File: src/rtl/regfile_scoreboard_pkg.sv
// Shared register-file constants and decode-side control types.
package regfile_scoreboard_pkg;

    localparam int unsigned NUM_REGS       = 32;
    localparam int unsigned REG_ADDR_W     = 5;
    localparam int unsigned PEND_W_DEFAULT = 2;

    typedef enum logic [2:0] {
        ALU_ADD,
        ALU_SUB,
        ALU_AND,
        ALU_OR,
        ALU_XOR,
        ALU_SLT,
        ALU_SHIFT,
        ALU_PASS
    } alu_op_e;

    typedef struct packed {
        logic [REG_ADDR_W-1:0] dest_reg;
        logic                  reg_write;
        logic                  mem_read;
        logic                  mem_write;
        logic                  alu_src;
        alu_op_e               alu_op;
    } control_signals_struct;

endpackage

File: src/rtl/regfile_scoreboard_reg_scoreboard.sv
// Per-register pending-write counters, sticky underflow flag and issue-ready logic.
module reg_scoreboard
    import regfile_scoreboard_pkg::*;
#(
    parameter int unsigned PEND_W = PEND_W_DEFAULT
) (
    input  logic                  clk,
    input  logic                  reset,
    input  logic                  issue_valid,
    input  logic                  rd_used,
    input  logic [REG_ADDR_W-1:0] rd_addr,
    input  logic                  rs1_used,
    input  logic [REG_ADDR_W-1:0] rs1_addr,
    input  logic                  rs2_used,
    input  logic [REG_ADDR_W-1:0] rs2_addr,
    input  logic                  retire_valid,
    input  logic [REG_ADDR_W-1:0] retire_reg,
    output logic                  issue_ready,
    output logic                  sb_error
);

    logic [PEND_W-1:0] pend_q [NUM_REGS];
    logic [PEND_W-1:0] pend_d [NUM_REGS];
    logic              sb_error_q;
    logic              sb_error_d;

    logic issue;
    logic retire;
    logic same_reg;
    logic rs1_ready;
    logic rs2_ready;
    logic rd_block;

    // A source waiting on exactly one write is released when that write retires now.
    always_comb begin
        retire    = retire_valid && (retire_reg != '0);
        rs1_ready = !rs1_used || (rs1_addr == '0) || (pend_q[rs1_addr] == '0) ||
                    ((pend_q[rs1_addr] == PEND_W'(1)) && retire && (retire_reg == rs1_addr));
        rs2_ready = !rs2_used || (rs2_addr == '0) || (pend_q[rs2_addr] == '0) ||
                    ((pend_q[rs2_addr] == PEND_W'(1)) && retire && (retire_reg == rs2_addr));
        rd_block  = rd_used && (rd_addr != '0) && (pend_q[rd_addr] == '1);
        issue_ready = reset || (rs1_ready && rs2_ready && !rd_block);
        issue       = issue_valid && issue_ready && rd_used && (rd_addr != '0);
        same_reg    = issue && retire && (rd_addr == retire_reg);
    end

    always_comb begin
        pend_d     = pend_q;
        sb_error_d = sb_error_q;
        if (issue && !same_reg) begin
            pend_d[rd_addr] = pend_q[rd_addr] + PEND_W'(1);
        end
        if (retire) begin
            if (pend_q[retire_reg] == '0) begin
                sb_error_d = 1'b1;
            end else if (!same_reg) begin
                pend_d[retire_reg] = pend_q[retire_reg] - PEND_W'(1);
            end
        end
        pend_d[0] = '0;
        if (reset) begin
            for (int unsigned r = 0; r < NUM_REGS; r++) begin
                pend_d[r] = '0;
            end
            sb_error_d = 1'b0;
        end
    end

    always_ff @(posedge clk) begin
        pend_q     <= pend_d;
        sb_error_q <= sb_error_d;
    end

    assign sb_error = sb_error_q;

endmodule

File: src/rtl/regfile_scoreboard.sv
// Integer register file with write-through bypass and pending-write hazard scoreboard.
module regfile_scoreboard
    import regfile_scoreboard_pkg::*;
#(
    parameter int unsigned XLEN   = 32,
    parameter int unsigned PEND_W = PEND_W_DEFAULT
) (
    input  logic                  clk,
    input  logic                  reset,
    input  logic                  wb_write_enable,
    input  logic [REG_ADDR_W-1:0] wb_write_reg,
    input  logic [XLEN-1:0]       wb_write_data,
    input  logic [REG_ADDR_W-1:0] rs1_addr,
    input  logic [REG_ADDR_W-1:0] rs2_addr,
    input  logic                  rs1_used,
    input  logic                  rs2_used,
    input  logic [REG_ADDR_W-1:0] rd_addr,
    input  logic                  rd_used,
    input  logic                  issue_valid,
    output logic                  issue_ready,
    output logic [XLEN-1:0]       rs1_data,
    output logic [XLEN-1:0]       rs2_data,
    output logic                  sb_error
);

    logic [XLEN-1:0] mem_q [NUM_REGS];
    logic [XLEN-1:0] mem_d [NUM_REGS];
    logic            wr_hit;

    assign wr_hit = wb_write_enable && (wb_write_reg != '0);

    always_comb begin
        mem_d = mem_q;
        if (wr_hit) begin
            mem_d[wb_write_reg] = wb_write_data;
        end
        if (reset) begin
            for (int unsigned r = 0; r < NUM_REGS; r++) begin
                mem_d[r] = '0;
            end
        end
    end

    always_ff @(posedge clk) begin
        mem_q <= mem_d;
    end

    always_comb begin
        rs1_data = '0;
        rs2_data = '0;
        if (!reset && (rs1_addr != '0)) begin
            rs1_data = (wr_hit && (wb_write_reg == rs1_addr)) ? wb_write_data : mem_q[rs1_addr];
        end
        if (!reset && (rs2_addr != '0)) begin
            rs2_data = (wr_hit && (wb_write_reg == rs2_addr)) ? wb_write_data : mem_q[rs2_addr];
        end
    end

    reg_scoreboard #(
        .PEND_W(PEND_W)
    ) u_reg_scoreboard (
        .clk          (clk),
        .reset        (reset),
        .issue_valid  (issue_valid),
        .rd_used      (rd_used),
        .rd_addr      (rd_addr),
        .rs1_used     (rs1_used),
        .rs1_addr     (rs1_addr),
        .rs2_used     (rs2_used),
        .rs2_addr     (rs2_addr),
        .retire_valid (wb_write_enable),
        .retire_reg   (wb_write_reg),
        .issue_ready  (issue_ready),
        .sb_error     (sb_error)
    );

endmodule

File: config.mk
export PLATFORM = sky130hd
export DESIGN_NAME = regfile_scoreboard
export DESIGN_NICKNAME = d
export VERILOG_FILES = /design/src/rtl/regfile_scoreboard_pkg.sv /design/src/rtl/regfile_scoreboard_reg_scoreboard.sv /design/src/rtl/regfile_scoreboard.sv
export SDC_FILE = /design/constraint.sdc
export NUM_CORES = 2
export LEC_CHECK = 0
export ABC_CLOCK_PERIOD_IN_PS = 5700
export CELL_PAD_IN_SITES_DETAIL_PLACEMENT = 1
export CELL_PAD_IN_SITES_GLOBAL_PLACEMENT = 1
export CORE_UTILIZATION = 49
export CTS_CLUSTER_SIZE = 14
export DETAILED_ROUTE_END_ITERATION = 12
export PLACE_DENSITY_LB_ADDON = 0.1
export RECOVER_POWER = 25
export SLEW_MARGIN = 30
export SYNTH_ARGS = -nofsm -noshare
export SYNTH_HDL_FRONTEND = slang
export SYNTH_HIERARCHICAL = 1
export SYNTH_SLANG_ARGS = --single-unit
export TNS_END_PERCENT = 20
File: constraint.sdc
create_clock -name clk -period 5.7 [get_ports clk]
set_input_delay 1.14 -clock clk [delete_from_list [all_inputs] [get_ports clk]]
set_output_delay 1.14 -clock clk [all_outputs]
set_load 0.1 [all_outputs]
After elaboration in Yosys (flattened, before gate mapping)
Index checks and enable logic that the tools add are counted.
- register bits after elaboration: 1087
- output and inout port bits: 66
- word-level logic and storage cells: 160
- $add $sub $neg: 2
- order comparisons: 6
- equal/unequal tests: 6
- multiplexer cells: 35
- bitwise logic cells: 4
- reductions and logical operators: 43
- operators by type and width (kind ; number):
    $bwmux 1024 ; 1
    $bmux 32 s5 ; 2
    $mux 32 ; 9
    $mux 62 ; 3
    $demux 32 s5 ; 1
    $bwmux 64 ; 2
    $mux 64 ; 1
    $bmux 2 s5 ; 4
    $ge 6x6->1 const B ; 4
    $not 5->6 ; 4
    $logic_and 1x1->1 ; 21
    $demux 2 s5 ; 2
    $mux 2 ; 10
    $reduce_bool 5->1 ; 4
    $eq 5x5->1 ; 3
    $lt 6x1->1 const B ; 2
    $logic_not 5->1 ; 2
    $logic_or 1x1->1 ; 7
    $logic_not 2->1 ; 3
    $logic_not 1->1 ; 5
    $eq 2x1->1 const B ; 2
    $add 2x1->2 const B ; 1
    $eq 2x2->1 const B ; 1
    $reduce_and 2->1 ; 1
    $sub 2x1->2 const B ; 1

Longest topological paths before layout
- depth after elaboration: 23
- depth in mapped cells: 19
- depth with buffers taken out: 14

Modules after synthesis
Netlist, hierarchy kept.
- by module, submodules not included (module ; times used ; cells an instance ; area each (um^2) ; seq. area each (um^2)):
    regfile_scoreboard ; 1 ; 6092 ; 52589.2 ; 20499.7
    reg_scoreboard ; 1 ; 733 ; 6294.8 ; 1261.2

Worst setup path before layout
No wires, ideal clock.
- path kind: input to output
- from: in rd_addr[0]
- to: out issue_ready
- data arrival time: 4.883 ns
- required time: 4.560 ns
- slack: -0.323 ns
- cell stages on the path: 14
- buffers on the path: 5
- path through: buf_2 clkbuf_1 buf_1 mux4_2 a22oi_1 nand4_1 ha_1 o311a_1 a2111o_1 o211ai_2 a21oi_2 buf_6 clkbuf_1 inv_1
- cells in the longest elaborated chain, start to end: 9
- ends and longest elaborated chain (item ; line ; text):
    start: declaration ; regfile_scoreboard.sv:17 ; input logic [REG_ADDR_W-1:0] rd_addr,
    $not 5->6 (implied by the code) ; regfile_scoreboard_reg_scoreboard.sv:41 ; rd_block = rd_used && (rd_addr != '0) && (pend_q[rd_addr] == '1);
    $bmux 2 s5 ; regfile_scoreboard_reg_scoreboard.sv:41 ;
    $mux 2 (implied by the code) (2 in a row) ; regfile_scoreboard_reg_scoreboard.sv:41 ;
    $eq 2x2->1 ; regfile_scoreboard_reg_scoreboard.sv:41 ;
    $logic_and 1x1->1 (*) ; regfile_scoreboard_reg_scoreboard.sv:41 ;
    $logic_not 1->1 (*) ; regfile_scoreboard_reg_scoreboard.sv:42 ; issue_ready = reset || (rs1_ready && rs2_ready && !rd_block);
    $logic_and 1x1->1 (*) ; regfile_scoreboard_reg_scoreboard.sv:42 ;
    $logic_or 1x1->1 (*) ; regfile_scoreboard_reg_scoreboard.sv:42 ;
    end: declaration ; regfile_scoreboard.sv:20 ; output logic issue_ready,
Every way passes the cells marked *; elsewhere a longest branch is shown, timed or not. The select of a mux whose other input is x is not followed.

Worst setup path in the final report
- from: in reset
- to: reg mem_q[1011] (netlist name)
- RTL lines (item ; line ; text):
    start: declaration ; regfile_scoreboard.sv:9 ; input logic reset,
    end signal: assignment ; regfile_scoreboard.sv:45 ; mem_q <= mem_d;
    end: declaration ; regfile_scoreboard.sv:26 ; logic [XLEN-1:0] mem_q [NUM_REGS];
No word-level cell between the ends.

==> impl_metrics.tcl <==
set metrics [dict create \
    holdBufCountCts 0 \
    p_total_w 0.0187 \
    n_fill_cell 13400 \
    fmax_ghz 0.181 \
    die_height_um 349 \
    wl_um 264000 \
    synth_area_per_cell_um2 8.63 \
    synth_cell_types 64 \
    clockPowerShare_pct 47.1 \
    gp_congestion 0.940 \
    crit_fanout 151 \
    worst_setup_path_end_kind "register" \
    clkTransAtPathRegs_ns 0.06 \
    drt_iter0_markers 7015 \
    setup_violations 0 \
    hpwl_um 161000 \
    portBuffers 124 \
    slew_violations 659 \
    cts_made_buffers 131 \
    htree_levels 4 \
    cap_violations 18 \
    status "finished with violations" \
    sw_frac_of_total_pct 27.1 \
    cts_tree "done" \
    p_int_w 0.0136 \
    synth_cells 6825 \
    rows 126 \
    peakVddDrop_mv 0.368 \
    dr.pass1.iters 6 \
    yosys.area.top_type "dfxtp_1" \
    crit_type "primary input to register" \
    startpoint_type "primary input" \
    cts_sinks 1087 \
    synth.top_cells.by_count "nand2_1 (2079), dfxtp_1 (1087), a21oi_1 (1066)" \
    drt-vias-per-instance 6.92 \
    leakagePower_nw 22.5 \
    synthArstFlopShare_pct 0 \
    synth_area_um2 58900 \
    ant_nets 0 \
    ys_warn_count 6 \
    postCtsSetupRepairBufs 0 \
    track_usage_pct 42.8 \
    antenna_found_initial 12 \
    synth-seq-cells 1087 \
    fin_crit_sh_pct 96.9 \
    grt_pass1_wl_um 387000 \
    layout-drive-gt1-share_pct 16.0 \
    post_synth_main_area_contributors "dfxtp_1 (37%), mux4_2 (17%), nand2_1 (13%), a21oi_1 (9.1%), mux2i_1 (5.8%)" \
    num_vias 57600 \
    power.density_nw_per_um2 279 \
    cp_slowest_cell "clkbuf_1" \
    yosys.area.top_type_share_pct 37.0 \
    power_frac_comb_pct 11.6 \
    yosysMostFrequentCell "nand2_1" \
    required_ns 6.30 \
    clockRootBuffer "clkbuf_16" \
    dieArea_um2 122000 \
    power_frac_seq_pct 41.2 \
    area_growth_pct 13.8 \
    rsz0062_at_grt "false" \
    tns_ns 0 \
    violations "capacitance limit, slew limit" \
    clockBufferDepth 3 \
    worst_pin_slew_ns 4.27 \
    grt_max_degree 211 \
    critPathMaxStageDelay_ns 2.83 \
    drc_errors 0 \
    period_minus_slack_ns 5.52 \
    grt_pass1_vias 58300 \
    clkLatencyLatePin_ns 0.78 \
    die_width_um 349 \
    routedWlPerCell_um 31.7 \
    finClkSkew_ns 0.0236 \
    ys.flop_type "dfxtp_1" \
    fin_nets 6668 \
    hold_viol_final 0 \
    initial_core_util_pct 49.7 \
    power_switching_w 0.00507 \
    yosysSeqAreaShare_pct 37.0 \
    ctsResizeCount 0 \
    io_pins 125 \
    hold_path.class "register to register" \
    maxSlewHeadroom_pct -185 \
    crit_arrival_ns 6.12 \
    synth_edf_count 0 \
    holdWs_ns 0.450 \
    final_util_pct 56.5 \
    synth_nets 6886 \
    core_um2 119000 \
    gr-total-overflow 0 \
    cp_cell_sequence "buf_8 > clkbuf_1 > buf_12 > buf_6 > nor2b_1" \
]
sequential cells by signal, indices dropped and copies added (netlist names):
signal and cells:
mem_q 1024, u_reg_scoreboard/pend_q 62, u_reg_scoreboard/sb_error 1
power by group through the flow:
stage          Clock, W  Sequential [W]  Combinational, W
2_1_floorplan         0         0.00785           0.00129
3_3_place_gp          0         0.00786           0.00209
3_5_place_dp          0         0.00786           0.00211
4_1_cts         0.00883         0.00770           0.00212
5_1_grt         0.00913         0.00770           0.00221
6_report        0.00880         0.00770           0.00217
path summary, 6_finish.rpt:
kind / from / to / slack, ns / cells past startpoint
setup / recovery: reset / mem_q[1011]$_SDFFE_PP0P_ / 0.18 / 5
hold reg to reg: u_reg_scoreboard/sb_error$_SDFFE_PP0P_ / u_reg_scoreboard/sb_error$_SDFFE_PP0P_ / 0.45 / 2
hold / removal: u_reg_scoreboard/sb_error$_SDFFE_PP0P_ / u_reg_scoreboard/sb_error$_SDFFE_PP0P_ / 0.45 / 2
setup reg to reg: u_reg_scoreboard/pend_q[32]$_SDFF_PP0_ / u_reg_scoreboard/pend_q[11]$_SDFF_PP0_ / 1.83 / 12
layer usage:
| layer | track usage [%] | share of wire [%] | wire (um) |
|---|---|---|---|
| met1 | 53.6 | 38 | 99400 |
| met2 | 67.0 | 45 | 120000 |
| met3 | 10.1 | 10 | 27400 |
| met4 | 25.7 | 6.5 | 17100 |
| met5 | 0 | 0.042 | 112 |
per-stage QoR:
stage	worst slack (ns)	std cells	instance area, um2
2_1_floorplan	0.112	6825	58900
3_3_place_gp	0.229	8070	62600
3_5_place_dp	0.209	8073	62700
4_1_cts	0.205	8305	67200
5_1_grt	0.0479	8310	67000
6_report	0.176	8314	67000
kinds of logic (layout without fill, tap and decap cells):
group	after synthesis	in the layout	share of synthesized area [%]
simple gates	2426	2426	16.7
other cells	0	8	0
buf+inv	753	634	5.22
compound gates	1742	1742	18.0
fa+ha+maj	2	2	0.0425
xor+xnor	25	25	0.372
flops	1087	1087	37.0
mux	790	790	22.7
area by class of cell:
class	instances	area (um2)	share of cell area, %
clock buffer	204	3990	5.96
clock inverter	28	435	0.650
inverter	13	52.6	0.0784
timing repair buffer	389	4360	6.50
sequential	1087	21800	32.5
antenna	8	20.0	0.0299
multi-input combinational	4985	34400	51.3
tap	1600	2000	2.99
worst max-delay path: cells and delay by family:
family	cells	cell delay, ns
simple gates	1	0.15
buf+inv	4	4.58
cell usage in the layout (no fill, tap or decap), types with 33 or more instances in the layout:
cell type        Yosys  layout
o21ai_0             64      64
a22oi_1             74      74
or3_1               34      34
buf_12               0      99
a31oi_1             59      59
nor2_1              66      46
clkdlybuf4s50_1      0      44
nand2_1           2079    2052
buf_4                9     214
a41o_1              34      34
clkbuf_16            0     139
a221oi_1           131     131
nor2b_1            106     104
a21oi_1           1066    1066
dfxtp_1           1087    1087
clkbuf_1           541      46
mux2i_1            343     343
a211oi_1           129     128
o21bai_1            64      64
a211o_1             65      65
mux4_2             437     437
nand3_1             33      33
(Power assumes the default switching activity.)
